<file path="src/rtl/rst_seq_ctrl.sv">
// Reset sequencer for the 100BASE-T1 core (25 MHz domain): waits for PLL lock and the
// 33 MHz domain, then releases PHY, PCS and MAC resets in order with programmable delays.
module rst_seq_ctrl #(
   parameter logic [15:0] PHY_DLY   = 16'd250,
   parameter logic [15:0] PCS_DLY   = 16'd64,
   parameter logic [15:0] MAC_DLY   = 16'd32,
   parameter logic [15:0] SOFT_HOLD = 16'd16,
   parameter logic [15:0] LOCK_TO   = 16'd2500
) (
   input  logic sys_clk_25m,
   input  logic reset_n,
   input  logic pll_lock,
   input  logic rst_n_33m,
   input  logic soft_rst_req,
   output logic phy_rst_n,
   output logic pcs_rst_n,
   output logic mac_rst_n,
   output logic rst_busy,
   output logic rst_done,
   output logic soft_rst_ack,
   output logic lock_err
);

   typedef enum logic [2:0] {
      S_HOLD,
      S_WAIT_LOCK,
      S_PHY_WAIT,
      S_PCS_WAIT,
      S_MAC_WAIT,
      S_RUN,
      S_SOFT
   } state_t;

   localparam logic [15:0] PHY_LAST  = PHY_DLY - 16'd1;
   localparam logic [15:0] PCS_LAST  = PCS_DLY - 16'd1;
   localparam logic [15:0] MAC_LAST  = MAC_DLY - 16'd1;
   localparam logic [15:0] SOFT_LAST = SOFT_HOLD - 16'd1;
   localparam logic [15:0] LOCK_LAST = LOCK_TO - 16'd1;

   state_t      r_state;
   logic [15:0] r_cnt;
   logic        r_lock_meta, r_lock_s, r_r33_meta, r_r33_s;
   logic        r_phy_rst_n, r_pcs_rst_n, r_mac_rst_n;
   logic        r_rst_busy, r_rst_done, r_soft_rst_ack, r_lock_err;

   state_t      w_nxt;
   logic [15:0] w_cnt_nxt;
   logic        w_ok, w_ack_nxt, w_lock_err_nxt;
   logic        w_phy_nxt, w_pcs_nxt, w_mac_nxt;

   // Two-flop synchronisers for the asynchronous lock and 33 MHz reset status.
   always_ff @(posedge sys_clk_25m or negedge reset_n) begin
      if (!reset_n) begin
         r_lock_meta <= 1'b0;
         r_lock_s    <= 1'b0;
         r_r33_meta  <= 1'b0;
         r_r33_s     <= 1'b0;
      end else begin
         // NOTE: non-blocking assignments so each flop samples the previous stage's old value.
         r_lock_meta <= pll_lock;
         r_lock_s    <= r_lock_meta;
         r_r33_meta  <= rst_n_33m;
         r_r33_s     <= r_r33_meta;
      end
   end

   assign w_ok = r_lock_s & r_r33_s;

   always_comb begin
      // NOTE: every output of this block gets a default first, so no path can infer a latch.
      w_nxt          = r_state;
      w_cnt_nxt      = r_cnt + 16'd1;
      w_ack_nxt      = 1'b0;
      w_lock_err_nxt = r_lock_err;
      unique case (r_state)
         S_HOLD:      w_nxt = S_WAIT_LOCK;
         S_WAIT_LOCK: begin
            if (w_ok) begin
               w_nxt = S_PHY_WAIT;
            end else if (r_cnt == LOCK_LAST) begin
               w_lock_err_nxt = 1'b1;
               w_cnt_nxt      = 16'd0;
            end
         end
         S_PHY_WAIT:  if (!w_ok) w_nxt = S_HOLD; else if (r_cnt == PHY_LAST) w_nxt = S_PCS_WAIT;
         S_PCS_WAIT:  if (!w_ok) w_nxt = S_HOLD; else if (r_cnt == PCS_LAST) w_nxt = S_MAC_WAIT;
         S_MAC_WAIT:  if (!w_ok) w_nxt = S_HOLD; else if (r_cnt == MAC_LAST) w_nxt = S_RUN;
         S_RUN: begin
            w_cnt_nxt = r_cnt;
            if (!w_ok)             w_nxt = S_HOLD;
            else if (soft_rst_req) w_nxt = S_SOFT;
         end
         S_SOFT: begin
            if (!w_ok) begin
               w_nxt = S_HOLD;
            end else if (r_cnt == SOFT_LAST) begin
               w_nxt     = S_WAIT_LOCK;
               w_ack_nxt = 1'b1;
            end
         end
         default:     w_nxt = S_HOLD;
      endcase
      if (w_nxt != r_state) w_cnt_nxt = 16'd0;

      // Outputs are decoded from the next state so they register together with it.
      w_phy_nxt = (w_nxt == S_PCS_WAIT) || (w_nxt == S_MAC_WAIT) || (w_nxt == S_RUN);
      w_pcs_nxt = (w_nxt == S_MAC_WAIT) || (w_nxt == S_RUN);
      w_mac_nxt = (w_nxt == S_RUN);
   end

   always_ff @(posedge sys_clk_25m or negedge reset_n) begin
      if (!reset_n) begin
         r_state        <= S_HOLD;
         r_cnt          <= 16'd0;
         r_phy_rst_n    <= 1'b0;
         r_pcs_rst_n    <= 1'b0;
         r_mac_rst_n    <= 1'b0;
         r_rst_busy     <= 1'b1;
         r_rst_done     <= 1'b0;
         r_soft_rst_ack <= 1'b0;
         r_lock_err     <= 1'b0;
      end else begin
         r_state        <= w_nxt;
         r_cnt          <= w_cnt_nxt;
         r_phy_rst_n    <= w_phy_nxt;
         r_pcs_rst_n    <= w_pcs_nxt;
         r_mac_rst_n    <= w_mac_nxt;
         r_rst_busy     <= !w_mac_nxt;
         r_rst_done     <= w_mac_nxt;
         r_soft_rst_ack <= w_ack_nxt;
         r_lock_err     <= w_lock_err_nxt;
      end
   end

   assign phy_rst_n    = r_phy_rst_n;
   assign pcs_rst_n    = r_pcs_rst_n;
   assign mac_rst_n    = r_mac_rst_n;
   assign rst_busy     = r_rst_busy;
   assign rst_done     = r_rst_done;
   assign soft_rst_ack = r_soft_rst_ack;
   assign lock_err     = r_lock_err;

endmodule

</file>
<file path="config.mk">
export PLATFORM = sky130hd
export DESIGN_NAME = rst_seq_ctrl
export DESIGN_NICKNAME = d
export VERILOG_FILES = /design/src/rtl/rst_seq_ctrl.sv
export SDC_FILE = /design/constraint.sdc
export NUM_CORES = 1
export LEC_CHECK = 0
export BUFFER_PORTS_ARGS = -buffer_cell sky130_fd_sc_hd__buf_2
export CAP_MARGIN = 20
export CORE_MARGIN = 5
export CORE_UTILIZATION = 65
export CTS_BUF_LIST = sky130_fd_sc_hd__clkbuf_4 sky130_fd_sc_hd__clkbuf_8
export CTS_CLUSTER_DIAMETER = 60
export CTS_CLUSTER_SIZE = 8
export DETAILED_ROUTE_END_ITERATION = 8
export PLACE_DENSITY = 0.94
export SLEW_MARGIN = 20
export SYNTH_ARGS = -nofsm -noshare
export SYNTH_HDL_FRONTEND = slang
export SYNTH_SLANG_ARGS = --single-unit
export TNS_END_PERCENT = 1
</file>
<file path="constraint.sdc">
create_clock -name sys_clk_25m -period 6.3 [get_ports sys_clk_25m]
set_clock_uncertainty 0.15 [all_clocks]
set_input_delay 0.945 -clock sys_clk_25m [delete_from_list [all_inputs] [get_ports sys_clk_25m]]
set_output_delay 0.945 -clock sys_clk_25m [all_outputs]
set_load 0.02 [all_outputs]
</file>
==> results_dict.tcl, run 1 <==
set metrics [dict create \
    drt_pass1_iterations 4 \
    overflow 0 \
    via_count 1391 \
    endpoint_kind "register" \
    syn_nets 171 \
    wl_per_cell_um 18.5 \
    cts_buffer_depth 2 \
    num_io_pins 12 \
    syn_inst 164 \
    cts_tree "built" \
    crit_fanout 12 \
    yosys-top-cells-count "dfrtp_1 (28), nor2_1 (22), nand2_1 (14)" \
    dpl.hpwl_um 2660 \
    drive_above_1_share_pct 14.7 \
    vias_per_cell 6.79 \
    synthTopCellsByArea "dfrtp_1 (45%), nor2_1 (5.3%), xnor2_1 (4.5%), nand2_1 (3.4%), xor2_1 (3.4%)" \
    worst_hold_slack_ps 206 \
    cellLeakagePower_uw 0.000744 \
    yosysTopAreaCell "dfrtp_1" \
    synth_edf_count 0 \
    clock-sinks 29 \
    grt_pass1_wl_um 6600 \
    num_rows 17 \
    synth-seq-cells 29 \
    htree_levels 2 \
    cts_buffers 5 \
    grt_pass1_vias 1347 \
    min_path_type "reg2reg" \
    wirelength_um 3790 \
    port_buffers 11 \
    rsz0062_at_grt "false" \
    syn_area_um2 1560 \
    maxSlewHeadroom_pct 57.8 \
    critPathLaunchType "register" \
    cts.hold.buffers_added 0 \
    nFillCells 151 \
    die_h_um 59.0 \
    cts-root-buf "clkbuf_4" \
    synth.avg_cell_area_um2 9.51 \
    hold_viol 0 \
    core-area_um2 2250 \
    routabilityCongestion 0.876 \
    start_util_pct 69.2 \
    required_ps 6360 \
    max_freq_mhz 326 \
    synth_flop_cell "dfrtp_1" \
    die_area_um2 3480 \
    drc 0 \
    drtAntennaViolNets 0 \
    yosysWarnings 0 \
    clk_latency_ps 340 \
    syn_to_final_growth_pct 9.54 \
    crit_slowest_cell "or4bb_1" \
    crit_cells 7 \
    layout_min_cycle_time_ps 3060 \
    grt_max_degree 30 \
    ff2ff_path_depth 7 \
    slew_viol_final 0 \
    status "finished, final reports clean" \
    diodes 0 \
    antenna_found_initial 0 \
    maxCapViolCount 0 \
    synthMostInstantiatedCell "dfrtp_1" \
    drt_iter0_drc 75 \
    synth-seq-area-share_pct 46.6 \
    cp_top_family "simple AND/OR/NAND/NOR gates" \
    async_reset_ff_share_pct 100 \
    setup_viol 0 \
    fin_util_pct 75.8 \
    setup_tns_ps 0 \
    slowest_delay_ps 560 \
    cts_setup_buffers 0 \
    hold-path-cell-count 0 \
    die_w_um 59.0 \
    p_per_area_nw_per_um2 255 \
    clk_pin_slew_ps 90 \
    path_cells "ha_1 > or4bb_1 > or4_4 > a211oi_1 > a211o_1 > a21o_1 > nor2_1" \
    path_buf_inv 0 \
    grt_usage_pct 26.3 \
    post_cts_resize_count 0 \
    crit_type "reg2reg" \
    ir_worst_vdd_v 0.000269 \
    arrival_ps 3130 \
    period_share_pct 48.7 \
    worstMarginPinSlew_ps 633 \
    synth_top_area_share_pct 44.9 \
    ys_types 45 \
    fin_nets 183 \
]
where the power goes:
group | leakage, uW | internal, uW | switching (uW)
combinational | 0.000310 | 23.2 | 35.5
clock | 0.0000489 | 99.0 | 66.5
sequential | 0.000385 | 196 | 15.9
area by class of cell:
cell class | instances | area [um^2] | share of cell area [%]
tap | 28 | 35.0 | 2.05
timing repair buffer | 11 | 55.1 | 3.22
clock buffer | 7 | 58.8 | 3.44
inverter | 7 | 26.3 | 1.54
sequential | 29 | 727 | 42.5
multi-input combinational | 122 | 777 | 45.5
clock inverter | 1 | 30.0 | 1.76
metrics by stage:
stage | std cells | instance area (um^2) | setup slack (ps) | total power, uW
2_1_floorplan | 164 | 1560 | 3630 | 253
3_3_place_gp | 197 | 1620 | 3450 | 268
3_5_place_dp | 197 | 1620 | 3270 | 272
4_1_cts | 205 | 1710 | 3270 | 438
5_1_grt | 205 | 1710 | 2960 | 459
6_report | 205 | 1710 | 3240 | 436
registers in the layout, summed over array words and instances, names as in the netlist:
register      count
r_r33_meta        1
r_state           3
lock_err          1
r_r33_s           1
phy_rst_n         1
rst_done          1
pcs_rst_n         1
r_lock_meta       1
soft_rst_ack      1
r_lock_s          1
r_cnt            16
rst_busy          1
placed cells by master (no fill, tap or decap), types with 2 or more instances in the layout:
cell and n:
a21o_1 2, a21oi_1 3, nor2b_1 2, nand2_1 14, nand3_1 7, dfrtp_1 28
clkbuf_4 6, nor2_1 22, and3_1 2, o211ai_1 2, o21ai_0 5, xnor2_1 8
inv_1 7, a211oi_1 4, nor3_1 3, xor2_1 6, and2_1 2, ha_1 2
nand4_1 6, or4_1 2, buf_2 11, or3b_2 2, nor4_1 6, or4_4 3
logic make-up (layout without fill, tap and decap cells):
family,Yosys count,after routing,share of synthesized area [%]
DFF,29,29,46.6
buffers and inverters,13,26,3.61
and+or+nand+nor,79,79,27.9
xor gates and xnor gates,14,14,7.86
AOI/OAI and AO/OA,27,27,12.4
adders and majority gates,2,2,1.60
routing by layer:
layer / wire [um] / share of wire [%] / GRT usage [%]
met1: 1500 / 40 / 33.3
met4: 144 / 3.8 / 13.6
met3: 344 / 9.1 / 9.15
met2: 1800 / 48 / 39.6
met5: 0 / 0 / 0
final timing paths:
check,startpoint,to,slack [ps]
min,r_r33_meta$_DFF_PN0_,r_r33_s$_DFF_PN0_,210
max in group asynchronous,reset_n,r_r33_s$_DFF_PN0_,5110
max reg2reg,r_cnt[0]$_DFFE_PN0P_,r_cnt[9]$_DFFE_PN0P_,3240
min reg2reg,r_r33_meta$_DFF_PN0_,r_r33_s$_DFF_PN0_,210
max,r_cnt[0]$_DFFE_PN0P_,r_cnt[9]$_DFFE_PN0P_,3240
min in group asynchronous,reset_n,pcs_rst_n$_DFF_PN0_,460
(Power assumes the default switching activity.)
==> run 2, diff against run 1 <==
ABC_AREA = 1   (was default)
CORE_UTILIZATION = 56   (was 65)
PLACE_DENSITY = 0.87   (was 0.94)
clock period = 2.5 ns   (was 6.3 ns; I/O delays follow)
==> run 2 against run 1 <==
Net effect:
- setup slack lost 3000 ps
- first-iteration DRC count shrank 41%
- count of clock-buffer cells in the layout is the same
- highest routed layer unchanged
- critical path type unchanged
- critical path depth grew 4
- register-to-register slack lost 3000 ps
- core utilization shrank 13 points
- non-clock buffer count grew 3
- synthesized area grew 8.7%
==> results_dict.tcl, run 2 <==
set metrics [dict create \
    synth.avg_cell_area_um2 7.71 \
    synthTopCellsByArea "dfrtp_1 (41%), nand2_1 (9.3%), inv_1 (6.9%), nand3_1 (6.5%), nor2_1 (6.4%)" \
    htree_levels 2 \
    die_area_um2 4230 \
    arrival_ps 2350 \
    regMostFlops "r_cnt" \
    status "finished, final reports clean" \
    endpoint_kind "register" \
    vias_per_cell 5.36 \
    syn_to_final_growth_pct 11.1 \
    grt_usage_pct 19.1 \
    drc 0 \
    drt_iter0_drc 44 \
    overflow 0 \
    wl_per_cell_um 12.5 \
    num_rows 20 \
    grt_max_degree 30 \
    multi_input_area_um2 818 \
    path_cells "inv_2 > nand2_2 > nor2_8 > inv_1 > nand3_1 > nand2_1 > nand2_2 > nand2_1 > nand2_2 > nand3_4 > nor2_1" \
    startpoint "r_state[1]$_DFF_PN0_" \
    critPathLaunchType "register" \
    dpl.hpwl_um 2480 \
    synth_top_area_share_pct 41.3 \
    via_count 1459 \
    p_per_area_nw_per_um2 568 \
    die_h_um 65.0 \
    cp_top_family "simple AND/OR/NAND/NOR gates" \
    ir_worst_vdd_v 0.000456 \
    critPathMostFrequentCell "nand2_2" \
    crit_slowest_cell "dfrtp_1" \
    final_common_cell "nand2_1" \
    worstMarginPinSlew_ps 615 \
    async_reset_ff_share_pct 100 \
    reg_top3 "r_cnt x16, r_state x3" \
    synth_edf_count 0 \
    clk_pin_slew_ps 90 \
    fin_nets 245 \
    placedCellCount 261 \
    port_buffers 11 \
    core-area_um2 2980 \
    routabilityCongestion 0.896 \
    final_cell_mix "nand2_1 (42), inv_1 (31), nor2_1 (29), dfrtp_1 (28), nand3_1 (22)" \
    synthMostInstantiatedCell "nand2_1" \
    holdCritStartpoint "r_lock_meta$_DFF_PN0_" \
    period_share_pct 89.7 \
    min_path_type "reg2reg" \
    setup_viol 0 \
    syn_inst 220 \
    drive_above_1_share_pct 18.8 \
    cts_tree "built" \
    synth-seq-cells 29 \
    grt_pass1_vias 1439 \
    slowest_delay_ps 460 \
    grt_pass1_wl_um 6160 \
    path_buf_inv 2 \
    stdcell_count 272 \
    maxCapViolCount 0 \
    worst_hold_slack_ps 202 \
    die_w_um 65.0 \
    regArea_um2 727 \
    worstReg2RegStart "r_state[1]$_DFF_PN0_" \
    yosysWarnings 0 \
    rr_endpoint "r_cnt[9]$_DFFE_PN0P_" \
    clock-sinks 29 \
    ys_types 32 \
    cts_buffer_depth 2 \
    slew_viol_final 0 \
    start_util_pct 57.0 \
    holdPathEnd "r_lock_s$_DFF_PN0_" \
    syn_nets 227 \
    crit_fanout 16 \
    setup_tns_ps 0 \
    diodes 0 \
    drtAntennaViolNets 0 \
    crit_type "reg2reg" \
    antenna_found_initial 0 \
    synth_flop_cell "dfrtp_1" \
    ff2ff_path_depth 11 \
    max_freq_mhz 446 \
    num_io_pins 12 \
    reg2reg_slack_ps 260 \
    yosysTopAreaCell "dfrtp_1" \
    yosys-top-cells-count "nand2_1 (42), inv_1 (31), nor2_1 (29)" \
    rsz0062_at_grt "false" \
    cts-root-buf "clkbuf_4" \
    nFillCells 251 \
    synth-seq-area-share_pct 42.8 \
    largest_reg_flops 16 \
    required_ps 2610 \
    cellLeakagePower_uw 0.000887 \
    wirelength_um 3390 \
    maxSlewHeadroom_pct 59.0 \
    drt_pass1_iterations 5 \
    hold_viol 0 \
    clk_latency_ps 330 \
    syn_area_um2 1700 \
    hold-path-cell-count 0 \
    cts_buffers 5 \
    layout_min_cycle_time_ps 2240 \
]
[run 2: changes by cell type after synthesis, sizes merged, moves of 3 or more]
cell    previous run  this run
nor4               7         2
xnor2              8         1
or4                5         0
nand2             14        48
clkbuf             3         0
nor2              22        41
inv                7        33
nor3               3         8
nand3              7        24
xor2               6         3
a211oi             4         0
[run 2: logic make-up (layout without fill, tap and decap cells)]
logic type               count (synthesis)  count (layout)  share of synthesized area, %
AO/OA/AOI/OAI                           19              19                          6.79
XOR/XNOR                                 4               4                          2.07
adder cells (fa/ha/maj)                  2               2                          1.47
buffers and inverters                   36              55                          8.92
flip-flops                              29              29                          42.8
multiplexers                             1               1                         0.664
AND/OR/NAND/NOR                        129             129                          37.2
[run 2: final cells by class]
cell class / instances / share of cell area [%]
well taps: 33 / 2.19
inverters: 33 / 6.57
clock inverters: 1 / 1.59
flip-flops and latches: 29 / 38.6
clock buffers: 7 / 3.12
multi-input cells: 155 / 43.4
repair buffers: 14 / 4.52
[run 2: what timing repair did]
action	4_1_cts	5_1_grt
hold buffers	3	0
endpoints found under the setup margin	0	0
hold endpoints to repair	30	0
resized for setup	0	0
setup buffers	0	0
[run 2: worst max-delay path by stage]
stage	cells after the start	end
finish	11	r_cnt[9]$_DFFE_PN0P_
global route	11	r_cnt[9]$_DFFE_PN0P_
CTS	11	r_cnt[9]$_DFFE_PN0P_
detailed placement	11	r_cnt[8]$_DFFE_PN0P_
global placement	11	r_cnt[11]$_DFFE_PN0P_
floorplan	12	r_cnt[7]$_DFFE_PN0P_
[run 2: power breakdown]
group,switching (uW),internal (uW),total [uW]
combinational,104,51.3,155
sequential,19.5,487,507
clock,158,249,408
[run 2: metal layers]
layer  vias up  wire length [um]  GRT usage (%)
met4         0                61           9.07
li1        742                 -              -
met2        40              1620           29.9
met3         5               216           5.20
met1       672              1490           24.5
met5         -                 0              0
[run 2: metrics by stage]
step           area, um^2  utilization, %  power [uW]  setup slack (ps)
2_1_floorplan        1700               -         639               605
3_3_place_gp         1770            59.3         661               321
3_5_place_dp         1770            59.3         668               280
4_1_cts              1880            63.3        1080               262
5_1_grt              1880            63.3        1120              32.7
6_report             1880            63.3        1070               257
